**src/rtl/tl_pkg.sv**
```systemverilog
// Shared TileLink definitions: channel opcodes and width helpers used by the
// burst fragmenter and its support blocks.
package tl_pkg;

  typedef enum logic [2:0] {
    PUT_FULL_DATA    = 3'd0,
    PUT_PARTIAL_DATA = 3'd1,
    ARITHMETIC_DATA  = 3'd2,
    LOGICAL_DATA     = 3'd3,
    GET              = 3'd4,
    INTENT           = 3'd5
  } a_opcode_e;

  typedef enum logic [2:0] {
    ACCESS_ACK      = 3'd0,
    ACCESS_ACK_DATA = 3'd1,
    HINT_ACK        = 3'd2
  } d_opcode_e;

  // log2 of the number of bytes in one beat
  function automatic int lbb_of(input int data_w);
    return $clog2(data_w / 8);
  endfunction

  // Width able to hold the largest fragment count 2^(max_size-lbb)
  function automatic int cnt_w_of(input int max_size, input int lbb);
    return (max_size > lbb) ? (max_size - lbb + 1) : 1;
  endfunction

endpackage

```
**src/rtl/tl_burst_fragmenter_if.sv**
```systemverilog
// One TileLink link (A request + D response). The master drives A and
// receives D; the slave is the mirror image.
interface tl_burst_fragmenter_if #(
  parameter int ADDR_W = 32,
  parameter int DATA_W = 32,
  parameter int SRC_W  = 2
);
  localparam int BB = DATA_W / 8;

  logic              a_valid;
  logic              a_ready;
  logic [2:0]        a_opcode;
  logic [2:0]        a_param;
  logic [2:0]        a_size;
  logic [SRC_W-1:0]  a_source;
  logic [ADDR_W-1:0] a_address;
  logic [BB-1:0]     a_mask;
  logic [DATA_W-1:0] a_data;

  logic              d_valid;
  logic              d_ready;
  logic [2:0]        d_opcode;
  logic [2:0]        d_size;
  logic [SRC_W-1:0]  d_source;
  logic              d_denied;
  logic              d_corrupt;
  logic [DATA_W-1:0] d_data;

  modport master (
    output a_valid, a_opcode, a_param, a_size, a_source, a_address, a_mask, a_data,
    input  a_ready,
    input  d_valid, d_opcode, d_size, d_source, d_denied, d_corrupt, d_data,
    output d_ready
  );

  modport slave (
    input  a_valid, a_opcode, a_param, a_size, a_source, a_address, a_mask, a_data,
    output a_ready,
    output d_valid, d_opcode, d_size, d_source, d_denied, d_corrupt, d_data,
    input  d_ready
  );

endinterface

```
**src/rtl/tl_dq_fifo.sv**
```systemverilog
// Small ring-buffer FIFO for D-channel beats. push_ready is simply !full, so a
// full FIFO refuses a push even in a cycle where it also pops.
module tl_dq_fifo #(
  parameter int WIDTH = 8,
  parameter int DEPTH = 2
) (
  input  logic             clock,
  input  logic             reset_n,
  input  logic             push_valid,
  output logic             push_ready,
  input  logic [WIDTH-1:0] push_data,
  output logic             pop_valid,
  input  logic             pop_ready,
  output logic [WIDTH-1:0] pop_data
);

  localparam int PW   = (DEPTH > 1) ? $clog2(DEPTH) : 1;
  localparam int CNTW = $clog2(DEPTH + 1);

  logic [WIDTH-1:0] mem [DEPTH];
  logic [PW-1:0]    wr_ptr;
  logic [PW-1:0]    rd_ptr;
  logic [CNTW-1:0]  count;
  logic             push;
  logic             pop;

  function automatic logic [PW-1:0] next_ptr(input logic [PW-1:0] p);
    return (p == PW'(DEPTH - 1)) ? '0 : p + PW'(1);
  endfunction

  assign push_ready = (count != CNTW'(DEPTH));
  assign pop_valid  = (count != '0);
  assign pop_data   = mem[rd_ptr];
  assign push       = push_valid & push_ready;
  assign pop        = pop_ready & pop_valid;

  // NOTE: sequential state is updated with non-blocking assignments only, so
  // every flop samples the pre-edge value of every other flop.
  always_ff @(posedge clock or negedge reset_n) begin
    if (!reset_n) begin
      wr_ptr <= '0;
      rd_ptr <= '0;
      count  <= '0;
    end else begin
      if (push) wr_ptr <= next_ptr(wr_ptr);
      if (pop)  rd_ptr <= next_ptr(rd_ptr);
      case ({push, pop})
        2'b10:   count <= count + CNTW'(1);
        2'b01:   count <= count - CNTW'(1);
        default: count <= count;
      endcase
    end
  end

  // NOTE: storage is deliberately not reset; an empty count makes stale
  // contents unobservable, and leaving it out of reset keeps it plain RAM.
  always_ff @(posedge clock) begin
    if (push) mem[wr_ptr] <= push_data;
  end

endmodule

```
**src/rtl/tl_burst_fragmenter.sv**
```systemverilog
// Splits TL-UH bursts wider than one beat into single-beat TL-UL requests and
// merges the resulting D responses back into what the requester expects.
module tl_burst_fragmenter
  import tl_pkg::*;
#(
  parameter int ADDR_W   = 32,
  parameter int DATA_W   = 32,
  parameter int SRC_W    = 2,
  parameter int MAX_SIZE = 6,
  parameter int DQ_DEPTH = 2
) (
  input  logic                  clock,
  input  logic                  reset_n,
  tl_burst_fragmenter_if.slave  up,
  tl_burst_fragmenter_if.master dn,
  output logic                  err_unsupported
);

  localparam int BB   = DATA_W / 8;
  localparam int LBB  = lbb_of(DATA_W);
  localparam int CW   = cnt_w_of(MAX_SIZE, LBB);
  localparam int NSRC = 1 << SRC_W;
  localparam int DW   = 3 + 3 + SRC_W + 2 + DATA_W;

  // Held low through reset and for the first edge after it, so nothing is
  // forwarded while reset is asserted.
  logic run_q;
  logic err_q;

  logic [CW-1:0] frag_idx;
  logic [2:0]    tbl_size [NSRC];
  logic [CW-1:0] tbl_rem  [NSRC];
  logic          tbl_den  [NSRC];

  logic          big;
  logic          is_get;
  logic          is_put;
  logic          is_amo_hint;
  logic          is_split;
  logic          stall;
  logic          frag_last;
  logic          a_out_fire;
  logic          a_in_fire;
  logic          rec;
  logic [CW-1:0] frag_n;

  // NOTE: every signal assigned in an always_comb gets a default first, so no
  // path leaves it unassigned and no latch can be inferred.
  always_comb begin
    big         = up.a_size > 3'(LBB);
    is_get      = (up.a_opcode == GET);
    is_put      = (up.a_opcode == PUT_FULL_DATA) || (up.a_opcode == PUT_PARTIAL_DATA);
    is_amo_hint = (up.a_opcode == ARITHMETIC_DATA) || (up.a_opcode == LOGICAL_DATA) ||
                  (up.a_opcode == INTENT);
    is_split    = big & (is_get | is_put);
    frag_n      = big ? (CW'(1) << (up.a_size - 3'(LBB))) : CW'(1);
    frag_last   = (frag_idx == frag_n - CW'(1));
    // A source with acks still owed is only blocked between bursts; the burst
    // that created the entry must keep flowing.
    stall       = !run_q || ((frag_idx == '0) && (tbl_rem[up.a_source] != '0));

    dn.a_valid   = up.a_valid & !stall;
    dn.a_opcode  = up.a_opcode;
    dn.a_param   = up.a_param;
    dn.a_size    = up.a_size;
    dn.a_source  = up.a_source;
    dn.a_address = up.a_address;
    dn.a_mask    = up.a_mask;
    dn.a_data    = up.a_data;
    if (is_split) begin
      dn.a_size    = 3'(LBB);
      dn.a_address = up.a_address + (ADDR_W'(frag_idx) << LBB);
      dn.a_mask    = is_get ? {BB{1'b1}} : up.a_mask;
    end

    // A split Get holds its single upstream beat until the last fragment goes.
    up.a_ready = dn.a_ready & !stall & (!(is_split & is_get) | frag_last);
    a_out_fire = dn.a_valid & dn.a_ready;
    a_in_fire  = up.a_valid & up.a_ready;
    rec        = a_out_fire & is_split & (frag_idx == '0);
  end

  always_ff @(posedge clock or negedge reset_n) begin
    if (!reset_n) begin
      run_q    <= 1'b0;
      err_q    <= 1'b0;
      frag_idx <= '0;
    end else begin
      run_q <= 1'b1;
      if (a_in_fire && big && is_amo_hint) err_q <= 1'b1;
      if (a_out_fire && is_split) frag_idx <= frag_last ? '0 : frag_idx + CW'(1);
    end
  end

  assign err_unsupported = err_q;

  // D response path
  logic [DW-1:0]      d_in_packed;
  logic [DW-1:0]      head_packed;
  logic               head_valid;
  logic               d_in_ready;
  logic [2:0]         h_opcode;
  logic [2:0]         h_size;
  logic [SRC_W-1:0]   h_source;
  logic               h_denied;
  logic               h_corrupt;
  logic [DATA_W-1:0]  h_data;
  logic [CW-1:0]      h_rem;
  logic               h_split;
  logic               h_is_ack;
  logic               drop;
  logic               pop;
  logic               consume;

  assign d_in_packed = {dn.d_opcode, dn.d_size, dn.d_source, dn.d_denied, dn.d_corrupt, dn.d_data};
  assign dn.d_ready  = d_in_ready;
  assign {h_opcode, h_size, h_source, h_denied, h_corrupt, h_data} = head_packed;

  tl_dq_fifo #(
    .WIDTH (DW),
    .DEPTH (DQ_DEPTH)
  ) u_dq_fifo (
    .clock      (clock),
    .reset_n    (reset_n),
    .push_valid (dn.d_valid),
    .push_ready (d_in_ready),
    .push_data  (d_in_packed),
    .pop_valid  (head_valid),
    .pop_ready  (pop),
    .pop_data   (head_packed)
  );

  always_comb begin
    h_rem    = tbl_rem[h_source];
    h_split  = (h_rem != '0);
    h_is_ack = (h_opcode == ACCESS_ACK);
    // Split Put acks are swallowed until the one that retires the entry.
    drop     = head_valid & h_split & h_is_ack & (h_rem != CW'(1));

    up.d_valid   = head_valid & !drop;
    up.d_opcode  = h_opcode;
    up.d_size    = h_split ? tbl_size[h_source] : h_size;
    up.d_source  = h_source;
    up.d_denied  = (h_split & h_is_ack) ? (tbl_den[h_source] | h_denied) : h_denied;
    up.d_corrupt = h_corrupt;
    up.d_data    = h_data;

    pop     = drop | (up.d_valid & up.d_ready);
    consume = pop & h_split;
  end

  // Per-source bookkeeping: recording and retiring never hit the same source
  // in one cycle, since a source is stalled while it has acks outstanding.
  always_ff @(posedge clock or negedge reset_n) begin
    if (!reset_n) begin
      for (int i = 0; i < NSRC; i++) begin
        tbl_size[i] <= '0;
        tbl_rem[i]  <= '0;
        tbl_den[i]  <= 1'b0;
      end
    end else begin
      for (int i = 0; i < NSRC; i++) begin
        if (rec && (up.a_source == SRC_W'(i))) begin
          tbl_size[i] <= up.a_size;
          tbl_rem[i]  <= frag_n;
          tbl_den[i]  <= 1'b0;
        end else if (consume && (h_source == SRC_W'(i))) begin
          tbl_rem[i]  <= tbl_rem[i] - CW'(1);
          tbl_den[i]  <= tbl_den[i] | h_denied;
        end
      end
    end
  end

endmodule

```
**src/flat_wrapper.sv**
```systemverilog
// flat-port wrapper written by rule: the top's interface ports become plain ports
module tl_burst_fragmenter_flat import tl_pkg::*;
#(
  parameter int ADDR_W   = 32,
  parameter int DATA_W   = 32,
  parameter int SRC_W    = 2,
  parameter int MAX_SIZE = 6,
  parameter int DQ_DEPTH = 2
)
  (clock, reset_n, err_unsupported, up_a_valid, up_a_opcode, up_a_param, up_a_size, up_a_source, up_a_address, up_a_mask, up_a_data, up_a_ready, up_d_valid, up_d_opcode, up_d_size, up_d_source, up_d_denied, up_d_corrupt, up_d_data, up_d_ready, dn_a_valid, dn_a_opcode, dn_a_param, dn_a_size, dn_a_source, dn_a_address, dn_a_mask, dn_a_data, dn_a_ready, dn_d_valid, dn_d_opcode, dn_d_size, dn_d_source, dn_d_denied, dn_d_corrupt, dn_d_data, dn_d_ready);
  tl_burst_fragmenter_if #(.ADDR_W(ADDR_W), .DATA_W(DATA_W), .SRC_W(SRC_W)) up_i ();
  tl_burst_fragmenter_if #(.ADDR_W(ADDR_W), .DATA_W(DATA_W), .SRC_W(SRC_W)) dn_i ();
  input  logic clock;
  input  logic reset_n;
  output logic err_unsupported;
  input wire logic [$bits(up_i.a_valid)-1:0] up_a_valid;
  input wire logic [$bits(up_i.a_opcode)-1:0] up_a_opcode;
  input wire logic [$bits(up_i.a_param)-1:0] up_a_param;
  input wire logic [$bits(up_i.a_size)-1:0] up_a_size;
  input wire logic [$bits(up_i.a_source)-1:0] up_a_source;
  input wire logic [$bits(up_i.a_address)-1:0] up_a_address;
  input wire logic [$bits(up_i.a_mask)-1:0] up_a_mask;
  input wire logic [$bits(up_i.a_data)-1:0] up_a_data;
  output wire logic [$bits(up_i.a_ready)-1:0] up_a_ready;
  output wire logic [$bits(up_i.d_valid)-1:0] up_d_valid;
  output wire logic [$bits(up_i.d_opcode)-1:0] up_d_opcode;
  output wire logic [$bits(up_i.d_size)-1:0] up_d_size;
  output wire logic [$bits(up_i.d_source)-1:0] up_d_source;
  output wire logic [$bits(up_i.d_denied)-1:0] up_d_denied;
  output wire logic [$bits(up_i.d_corrupt)-1:0] up_d_corrupt;
  output wire logic [$bits(up_i.d_data)-1:0] up_d_data;
  input wire logic [$bits(up_i.d_ready)-1:0] up_d_ready;
  output wire logic [$bits(dn_i.a_valid)-1:0] dn_a_valid;
  output wire logic [$bits(dn_i.a_opcode)-1:0] dn_a_opcode;
  output wire logic [$bits(dn_i.a_param)-1:0] dn_a_param;
  output wire logic [$bits(dn_i.a_size)-1:0] dn_a_size;
  output wire logic [$bits(dn_i.a_source)-1:0] dn_a_source;
  output wire logic [$bits(dn_i.a_address)-1:0] dn_a_address;
  output wire logic [$bits(dn_i.a_mask)-1:0] dn_a_mask;
  output wire logic [$bits(dn_i.a_data)-1:0] dn_a_data;
  input wire logic [$bits(dn_i.a_ready)-1:0] dn_a_ready;
  input wire logic [$bits(dn_i.d_valid)-1:0] dn_d_valid;
  input wire logic [$bits(dn_i.d_opcode)-1:0] dn_d_opcode;
  input wire logic [$bits(dn_i.d_size)-1:0] dn_d_size;
  input wire logic [$bits(dn_i.d_source)-1:0] dn_d_source;
  input wire logic [$bits(dn_i.d_denied)-1:0] dn_d_denied;
  input wire logic [$bits(dn_i.d_corrupt)-1:0] dn_d_corrupt;
  input wire logic [$bits(dn_i.d_data)-1:0] dn_d_data;
  output wire logic [$bits(dn_i.d_ready)-1:0] dn_d_ready;
  assign up_i.a_valid = up_a_valid;
  assign up_i.a_opcode = up_a_opcode;
  assign up_i.a_param = up_a_param;
  assign up_i.a_size = up_a_size;
  assign up_i.a_source = up_a_source;
  assign up_i.a_address = up_a_address;
  assign up_i.a_mask = up_a_mask;
  assign up_i.a_data = up_a_data;
  assign up_a_ready = up_i.a_ready;
  assign up_d_valid = up_i.d_valid;
  assign up_d_opcode = up_i.d_opcode;
  assign up_d_size = up_i.d_size;
  assign up_d_source = up_i.d_source;
  assign up_d_denied = up_i.d_denied;
  assign up_d_corrupt = up_i.d_corrupt;
  assign up_d_data = up_i.d_data;
  assign up_i.d_ready = up_d_ready;
  assign dn_a_valid = dn_i.a_valid;
  assign dn_a_opcode = dn_i.a_opcode;
  assign dn_a_param = dn_i.a_param;
  assign dn_a_size = dn_i.a_size;
  assign dn_a_source = dn_i.a_source;
  assign dn_a_address = dn_i.a_address;
  assign dn_a_mask = dn_i.a_mask;
  assign dn_a_data = dn_i.a_data;
  assign dn_i.a_ready = dn_a_ready;
  assign dn_i.d_valid = dn_d_valid;
  assign dn_i.d_opcode = dn_d_opcode;
  assign dn_i.d_size = dn_d_size;
  assign dn_i.d_source = dn_d_source;
  assign dn_i.d_denied = dn_d_denied;
  assign dn_i.d_corrupt = dn_d_corrupt;
  assign dn_i.d_data = dn_d_data;
  assign dn_d_ready = dn_i.d_ready;
  tl_burst_fragmenter #(.ADDR_W(ADDR_W), .DATA_W(DATA_W), .SRC_W(SRC_W), .MAX_SIZE(MAX_SIZE), .DQ_DEPTH(DQ_DEPTH)) u_core (.clock(clock), .reset_n(reset_n), .up(up_i), .dn(dn_i), .err_unsupported(err_unsupported));
endmodule
```
**config.mk**
```make
export PLATFORM = sky130hd
export DESIGN_NAME = tl_burst_fragmenter_flat
export DESIGN_NICKNAME = d
export VERILOG_FILES = /design/src/rtl/tl_pkg.sv /design/src/rtl/tl_burst_fragmenter_if.sv /design/src/rtl/tl_dq_fifo.sv /design/src/rtl/tl_burst_fragmenter.sv /design/src/flat_wrapper.sv
export SDC_FILE = /design/constraint.sdc
export NUM_CORES = 1
export LEC_CHECK = 0
export ABC_AREA = 1
export CAP_MARGIN = 25
export CORE_AREA = 3 3 144 146
export DETAILED_ROUTE_END_ITERATION = 12
export DIE_AREA = 0 0 147 149
export GPL_TIMING_DRIVEN = 1
export PLACE_DENSITY = 0.82
export SLEW_MARGIN = 20
export SYNTH_ARGS = -nofsm -noshare
export SYNTH_HDL_FRONTEND = slang
export SYNTH_SLANG_ARGS = --single-unit
```
**constraint.sdc**
```tcl
create_clock -name clock -period 4.8 [get_ports clock]
set_input_delay 0.96 -clock clock [delete_from_list [all_inputs] [get_ports clock]]
set_output_delay 0.96 -clock clock [all_outputs]
set_load 0.03 [all_outputs]
```
# Yosys cells after proc, flatten, opt, wreduce, memory -nomap -nowiden
# Memory sizes are Yosys's and may differ from the RTL's.
# Index checks and enable logic that the tools add are counted.
[classes] add_sub_neg=12 n_lt_le_gt_ge=3 n_eq_ne=16 n_shift=1 n_mux=41 bitwise_logic=28 n_reduce_logical=33
[ops] op="$mux 5" n=14
[ops] op="$add 32x7->32" n=1
[ops] op="$mux 32" n=1
[ops] op="$sub 5x1->5 const B" n=5
[ops] op="$bmux 5 s2" n=2
[ops] op="$and 1x1->1" n=18
[ops] op="$mux 1" n=15
[ops] op="$logic_and 1x1->1" n=12
[ops] op="$mux 3" n=4
[ops] op="$reduce_bool 2->1" n=6
[ops] op="$eq 2x2->1 const B" n=5
[ops] op="$reduce_bool 5->1" n=2
[ops] op="$mux 4" n=2
[ops] op="$or 1x1->1" n=8
[ops] op="$bmux 3 s2" n=1
[ops] op="$eq 2x1->1 const B" n=3
[ops] op="$eq 3x2->1 const B" n=2
[ops] op="$eq 3x3->1 const B" n=2
[ops] op="$ge 3x3->1 const B" n=2
[ops] op="$logic_not 3->1" n=2
[ops] op="$not 2->3" n=2
[ops] op="$add 5x1->5 const B" n=1
[ops] op="$eq 5x5->1" n=1
[ops] op="$logic_not 5->1" n=1
[ops] op="other kinds (14)" n=22
[totals] ff_bits=47 ram_bits=84 inputBits=127 out_inout_bits=126 word_cells=153 n_memories=1
[memory_table] name="u_core.u_dq_fifo.mem" depth=2 width=42 read_ports=1 rd_ports_with_merged_regs=0 write_ports=1 line_no="tl_dq_fifo.sv:20" source="logic [WIDTH-1:0] mem [DEPTH];"

# Longest topological paths before layout
# Gate-level depths: netlist of run 1.
# An unclocked memory read counts as a cell.
[logic_depth] word_depth=17 ltp_mapped=18 mapped_depth_nobuf=16

# Modules after synthesis
# Synthesis of run 1 repeated with hierarchy kept, for this count alone.
[hier_totals] cells_unflattened=863 area_unflattened_um2=7479.7
[modules_own_cells] module="tl_burst_fragmenter" n_inst=1 cells_each=614 area_each_um2=4110.2 seq_area_each_um2=1076.0
[modules_own_cells] module="tl_dq_fifo" n_inst=1 cells_each=249 area_each_um2=3369.5 seq_area_each_um2=2622.5

# Least setup slack after synthesis of run 1
# Ideal clock, no wire load.
[synth_path] path_kind="input port to output port" startpoint="in up_a_address[2]" endpoint="out dn_a_address[30]" t_arrival_ns=3.031 required_ns=3.840 slack_ns=0.809 path_stages=13 n_path_buf=0 path_cell_list="ha_1 -> inv_1 -> fa_1 -> inv_1 -> nand3_1 -> nand2_1 -> nand2_1 -> nand2_1 -> nand4_1 -> nor2_1 -> nand3_1 -> nor3_1 -> xor2_1"
[synth_between] elab_chain_len=2
[synth_rtl] element="start, declared" line_no="flat_wrapper.sv:21" source="input wire logic [$bits(up_i.a_address)-1:0] up_a_address;"
[synth_rtl] element="$add 32x7->32" line_no="tl_burst_fragmenter.sv:72" source="dn.a_address = up.a_address + (ADDR_W'(frag_idx) << LBB);"
[synth_rtl] element="$mux 32" line_no="tl_burst_fragmenter.sv:70" source="if (is_split) begin"
[synth_rtl] element="end, declared" line_no="flat_wrapper.sv:38" source="output wire logic [$bits(dn_i.a_address)-1:0] dn_a_address;"
# Every way passes these cells.

# Worst setup path after layout of run 1
# Ends and elaborated chain as after synthesis.

==> impl_metrics.csv, run 1 <==
group,metric,value,unit
synthesis,synth-async-reset-ratio,35.9,%
cts,hold_buffers,0,
power,p_leak,4.52,nW
worst_setup_path,end_kind,"output pin",
cells_and_area,multi_input_area,3310,um2
route,routedWlPerCell,15.4,um
worst_setup_path,max_stage_delay,480,ps
sta,slew_headroom,30.7,%
place,dp_slack,-19.8,ps
global_route,use_met1,23.1,%
die,coreArea,19500,um2
synthesis,postSynthAreaPerCell,8.71,um2
cells_and_area,finish.utilization,51.8,%
worst_setup_path,critPathKind,"in -> out",
global_route,globalRouteOverflowTotal,0,
place,routabilityCongestion,0.872,
synthesis,yosysWarningCount,0,
die,die_h,149,um
global_route,grt-busiest-layer,"met2",
cts,cts_sinks,131,
global_route,grt_max_degree,48,
place,port_buffers,178,
sta,min_period,4730,ps
synthesis,syn-cell-area,7730,um2
synthesis,synth_edf_count,84,
global_route,antenna_found_initial,0,
global_route,grt_pass1_vias,6224,
min_path,hp-class,"reg -> reg",
cts,cts-root-buf,"clkbuf_16",
place,placedCellCount,1285,
worst_setup_path,cp.arrival,3770,ps
die,fp.dieArea,21900,um2
synthesis,synthDistinctLibCells,45,
run_status,status,"finished, final reports clean",
power,power_density,587,nW/um2
route,viasPerCell,4.91,
sta,finalCritPeriodShare,98.5,%
cts,numCtsBuffers,17,
worst_setup_path,worstPathMaxFanout,4,
die,std_cell_rows,51,
route,num_vias,6490,
cts,clkTransAtPathRegs,60,ps
route,drt_iter0_drc,479,
cells_and_area,diodes,0,
sta,drv_slew,0,
cells_and_area,seq_area,3700,um2
sta,hold_viol,0,
place,dp_hpwl,14900,um
route,routed_wl,20300,um
global_route,use_met2,31.6,%
cts,clk_path_buf_depth,2,
die,die_w,147,um
synthesis,ys_seq_area_share,47.8,%
sta,fin_skew,10.0,ps
synthesis,ys.flop_type,"edfxtp_1",
sta,tightest_slew,1030,ps
die,ios,253,
route,first_pass_iters,5,
route,drc,0,
global_route,track_usage,18.3,%
sta,setup_ws,74.1,ps
global_route,grt_util_met3,3.31,%
cells_and_area,layout-drive-gt1-share,11.5,%
sta,max_freq,0.212,GHz
synthesis,yosys_register_bits,131,
cells_and_area,fin_nets,1186,
cells_and_area,stdcell_count,1321,
synthesis,synthCells,888,
worst_setup_path,worstSetupStartpointType,"input port",
flow_run,drv_cap,0,
cells_and_area,nFillCells,1752,
cts,cts.htree.levels,4,
cells_and_area,flow.area_growth_from_synthesis,30.7,%
sta,setup_viol,0,
power,vdd_drop_max,321,uV
cts,tritoncts,"done",
global_route,grt_pass1_wl,32100,um
worst_setup_path,path_cells,"clkdlybuf4s50_1 -> ha_1 -> inv_1 -> fa_2 -> inv_1 -> nand3_1 -> nand2_1 -> nand2_1 -> nand2_2 -> nand4_1 -> buf_4 -> nor2_2 -> nand3_2 -> nor3_2 -> xor2_1 -> buf_4",
cts,clock_latency,420,ps
worst_setup_path,cp_slowest_cell,"clkdlybuf4s50_1",
route,ant_nets,0,
synthesis,syn_nets,1031,
die,start_util,39.6,%
worst_setup_path,required,3840,ps
registers in the layout, summed over array words and instances, names as in the netlist:
register / count
u_core.tbl_den: 4
u_core.tbl_rem: 20
u_core.tbl_size: 12
u_core.u_dq_fifo.mem: 84
u_core.u_dq_fifo.wr_ptr: 1
u_core.u_dq_fifo.rd_ptr: 1
u_core.u_dq_fifo.count: 2
u_core.err_unsupported: 1
u_core.run_q: 1
u_core.frag_idx: 5
metrics by stage:
step                power [W]  TNS [ps]  area [um2]  hold WS (ps)
floorplan             0.00379         0        7730           452
global placement      0.00463         0        9490           465
detailed placement    0.00472     -29.2        9490           469
CTS                   0.00597         0       10000           484
global route          0.00631      -117       10100           515
finish                0.00593         0       10100           487
cell usage after synthesis (7+ instances only):
cell	instances	area share, %
xor2_1	37	4.2
o21ai_1	14	0.91
nand2_4	13	1.9
a21oi_1	13	0.84
nand2_1	294	14
nand4_1	14	1.1
or2_2	8	0.65
buf_4	43	4.2
edfxtp_1	84	33
buf_6	7	1.0
inv_1	77	3.7
nand3_1	75	4.9
clkbuf_1	7	0.34
nor3_1	13	0.84
dfrtp_1	47	15
ha_1	15	2.4
o21ai_0	19	1.2
nor2_1	41	2.0
xnor2_1	11	1.2
power by group:
part           switching (W)  internal, W  total, W
sequential          0.000192      0.00153   0.00173
combinational        0.00189      0.00109   0.00298
clock               0.000511     0.000716   0.00123
final timing paths:
| check | startpoint | end | slack, ps | cells after the start |
|---|---|---|---|---|
| max | up_a_address[2] | dn_a_address[30] | 70 | 16 |
| min | u_core.err_unsupported | u_core.err_unsupported | 490 | 1 |
| max reg2reg | u_core.u_dq_fifo.rd_ptr | u_core.u_dq_fifo.count[1] | 1820 | 15 |
| min reg2reg | u_core.err_unsupported | u_core.err_unsupported | 490 | 1 |
| max in group asynchronous | reset_n | u_core.tbl_rem[10] | 3710 | 2 |
| min in group asynchronous | reset_n | u_core.frag_idx[0] | 640 | 2 |
worst max-delay path, delay by kind of cell:
kind / cells / cell delay (ps)
xor gates and xnor gates: 1 / 220
adders and majority gates: 2 / 530
buffers and inverters: 5 / 1020
and+or+nand+nor: 8 / 1020
layout by cell type (no fill, tap or decap), types with 4 or more instances in the layout:
cell type / netlist / final
clkinvlp_4: 0 / 5
ha_1: 15 / 15
clkbuf_16: 0 / 17
nand4_1: 14 / 14
nand2_1: 294 / 293
nand2_4: 13 / 13
nor2_2: 3 / 4
o21ai_1: 14 / 14
edfxtp_1: 84 / 84
xnor2_1: 11 / 11
a21oi_1: 13 / 13
dfrtp_1: 47 / 47
clkdlybuf4s50_1: 0 / 158
nor2_1: 41 / 38
inv_1: 77 / 77
o21ai_0: 19 / 19
nor4_1: 6 / 5
xor2_1: 37 / 37
nand2_2: 5 / 6
buf_4: 43 / 33
or2_2: 8 / 8
nand3_4: 4 / 4
nand3_1: 75 / 74
inv_6: 1 / 5
nor3_1: 13 / 12
nor2_4: 6 / 8
cells by family after synthesis:
group | count (synthesis) | synth area share, %
and+or+nand+nor | 489 | 29.6
buffers and inverters | 142 | 9.93
DFF | 131 | 47.8
AOI/OAI and AO/OA | 61 | 4.45
xor gates and xnor gates | 48 | 5.44
adders and majority gates | 16 | 2.69
other | 1 | 0.0485
timing repair:
item,in CTS,in global routing
pin swaps,0,4
buffers inserted,0,4
endpoints found under the setup margin,2,7
gates resized for setup,2,9
layer usage:
metal	up-vias	routed length, um
li1	3191	-
met1	3061	8170
met2	196	10600
met3	42	1050
met4	0	447
met5	-	0
cell type report:
| cell class | instances | area share (%) |
|---|---|---|
| clock inverters | 15 | 1.31 |
| well taps | 265 | 3.28 |
| flip-flops and latches | 131 | 36.6 |
| inverters | 81 | 3.19 |
| clock buffers | 17 | 4.21 |
| multi-input cells | 615 | 32.7 |
| repair buffers | 197 | 18.7 |
Note: power is estimated with default switching activity, not from simulation.
==> run 2, diff against run 1 <==
clock period = 4.7 ns   (was 4.8 ns; I/O delays follow)
==> run 2 against run 1 <==
Against the previous run:
- sequential power about the same
- power increased by 3.0%
- hold slack better by 1.8 ps
- combinational power rose by 2%
- first-iteration DRC count decreased by 11%
- routed wire length is 0.28% higher
- sequential share of layout area hardly changed
- non-clock buffer count decreased by 1
- clock skew shrank 3.5 ps
- sequential cell count unchanged
- largest power group unchanged
- cell area rose by 0.14%
==> impl_metrics.csv, run 2 (synthesis gave the netlist of run 1 again) <==
group,metric,value,unit
cts,cts.htree.levels,4,
cells_and_area,reg_top3,"u_core.u_dq_fifo.mem: 84 flops, u_core.tbl_rem: 20 flops, u_core.tbl_size: 12 flops",
cts,cts_sinks,131,
sta,tightest_slew,970,ps
route,ant_nets,0,
sta,fin_skew,6.52,ps
cells_and_area,layout_common_cells,"nand2_1, clkdlybuf4s50_1, edfxtp_1",
cts,clk_path_buf_depth,2,
die,coreArea,19500,um2
worst_setup_path,cp_slowest_cell,"clkdlybuf4s50_1",
place,placed_area,9510,um2
global_route,grt_pass1_vias,6445,
power,vdd_drop_max,360,uV
worst_setup_path,max_stage_delay,690,ps
run_status,status,"finished, final reports clean",
power,pwr-share-clk,21.2,%
route,first_pass_iters,5,
worst_setup_path,required,3760,ps
place,port_buffers,178,
power,finalPower,0.00611,W
cts,numCtsBuffers,17,
die,ios,253,
global_route,grt_pass1_wl,32600,um
power,sequentialPowerShare,28.9,%
worst_setup_path,cp.arrival,3690,ps
die,std_cell_rows,51,
cells_and_area,flow.area_growth_from_synthesis,30.8,%
worst_setup_path,worstPathMaxFanout,10,
place,routabilityCongestion,0.886,
die,die_h,149,um
cells_and_area,fin_nets,1185,
sta,slew_headroom,34.7,%
route,routedWlPerCell,15.4,um
place,dp_hpwl,14800,um
sta,finalCritPeriodShare,98.5,%
die,fp.dieArea,21900,um2
cells_and_area,nFillCells,1747,
sta,setup_viol,0,
sta,fin_setup_tns,0,ps
cts,clkTransAtPathRegs,50,ps
route,num_vias,6484,
place,dp_slack,-12.1,ps
cells_and_area,multi_input_area,3310,um2
cts,tritoncts,"done",
sta,rsz0062_at_grt,"yes",
cells_and_area,layout_commonest_cell,"nand2_1",
power,power_density,604,nW/um2
route,drt_iter0_drc,426,
power,comb_power_share,50.0,%
cells_and_area,largest_register_ff_count,84,
route,viasPerCell,4.91,
global_route,track_usage,18.6,%
worst_setup_path,path_cells,"clkdlybuf4s50_1 -> inv_1 -> ha_1 -> inv_1 -> nand2_2 -> nor2_4 -> nand2_1 -> nor4_1 -> buf_4 -> xor2_1 -> clkdlybuf4s50_1",
worst_setup_path,critPathKind,"in -> out",
power,switching_share,43.1,%
sta,setup_ws,72.4,ps
die,die_w,147,um
global_route,globalRouteOverflowTotal,0,
cells_and_area,top_register,"u_core.u_dq_fifo.mem",
cells_and_area,diodes,0,
global_route,grt_max_degree,48,
worst_setup_path,path_buf_inv,5,
cells_and_area,seq_area,3700,um2
power,p_leak,4.53,nW
flow_run,drv_cap,0,
cts,cts-root-buf,"clkbuf_16",
cts,hold_buffers,0,
global_route,antenna_found_initial,0,
sta,min_period,4630,ps
die,start_util,39.6,%
worst_setup_path,cp_top_family,"buffers and inverters",
power,p_switching,0.00263,W
min_path,hp-class,"reg -> reg",
cells_and_area,layout-drive-gt1-share,11.4,%
sta,whs,489,ps
cells_and_area,fin_area,10100,um2
sta,max_freq,0.216,GHz
route,routed_wl,20300,um
sta,hold_viol,0,
worst_setup_path,worstSetupStartpointType,"input port",
sta,drv_slew,0,
power,p_int,0.00348,W
worst_setup_path,end_kind,"output pin",
route,drc,0,
cts,clock_latency,420,ps
-- run 2: layout make-up --
type	count	share of cell area, %
multi-input cells	615	32.7
clock inverters	12	1.30
flip-flops and latches	131	36.5
inverters	81	3.19
repair buffers	196	18.6
clock buffers	20	4.41
well taps	265	3.28
-- run 2: timing repair --
item | 4_1_cts | 5_1_grt
setup buffers | 0 | 0
pin swaps | 0 | 0
setup endpoints to repair | 1 | 6
resized for setup | 1 | 9
-- run 2: through the flow --
stage	instances	util [%]
5_1_grt	1320	51.8
4_1_cts	1320	51.7
2_1_floorplan	888	-
3_3_place_gp	1288	48.7
3_5_place_dp	1288	48.7
6_report	1320	51.8
-- run 2: worst min-delay path, stage by stage (launching register included) --
cell	delay, ps
dfrtp_1	340
nand2_1	60
nand3_1	60
-- run 2: path summary, 6_finish.rpt --
kind                                          from                   endpoint  slack, ps  cells after the start
max                                   up_a_size[2]           dn_a_address[17]         70                     11
min in group asynchronous                  reset_n         u_core.frag_idx[0]        620                      2
max in group asynchronous                  reset_n    u_core.u_dq_fifo.rd_ptr       3640                      2
min                              u_core.tbl_rem[0]          u_core.tbl_rem[0]        490                      2
max reg2reg                u_core.u_dq_fifo.rd_ptr  u_core.u_dq_fifo.count[1]       1820                     16
min reg2reg                      u_core.tbl_rem[0]          u_core.tbl_rem[0]        490                      2
-- run 2: power groups by stage --
stage	Sequential (W)	Combinational, W	Clock [W]
after global placement	0.00176	0.00297	0
after CTS	0.00176	0.00307	0.00132
final	0.00176	0.00305	0.00129
after floorplan	0.00173	0.00215	0
after global routing	0.00179	0.00335	0.00136
after detailed placement	0.00178	0.00304	0
-- run 2: routing by layer --
layer  GRT usage (%)  vias up  routed length, um
li1                -     3191                  -
met1            23.1     3100               8220
met2            32.4      145              10800
met3            3.34       48                855
met4            6.90        0                490
met5               0        -                  0
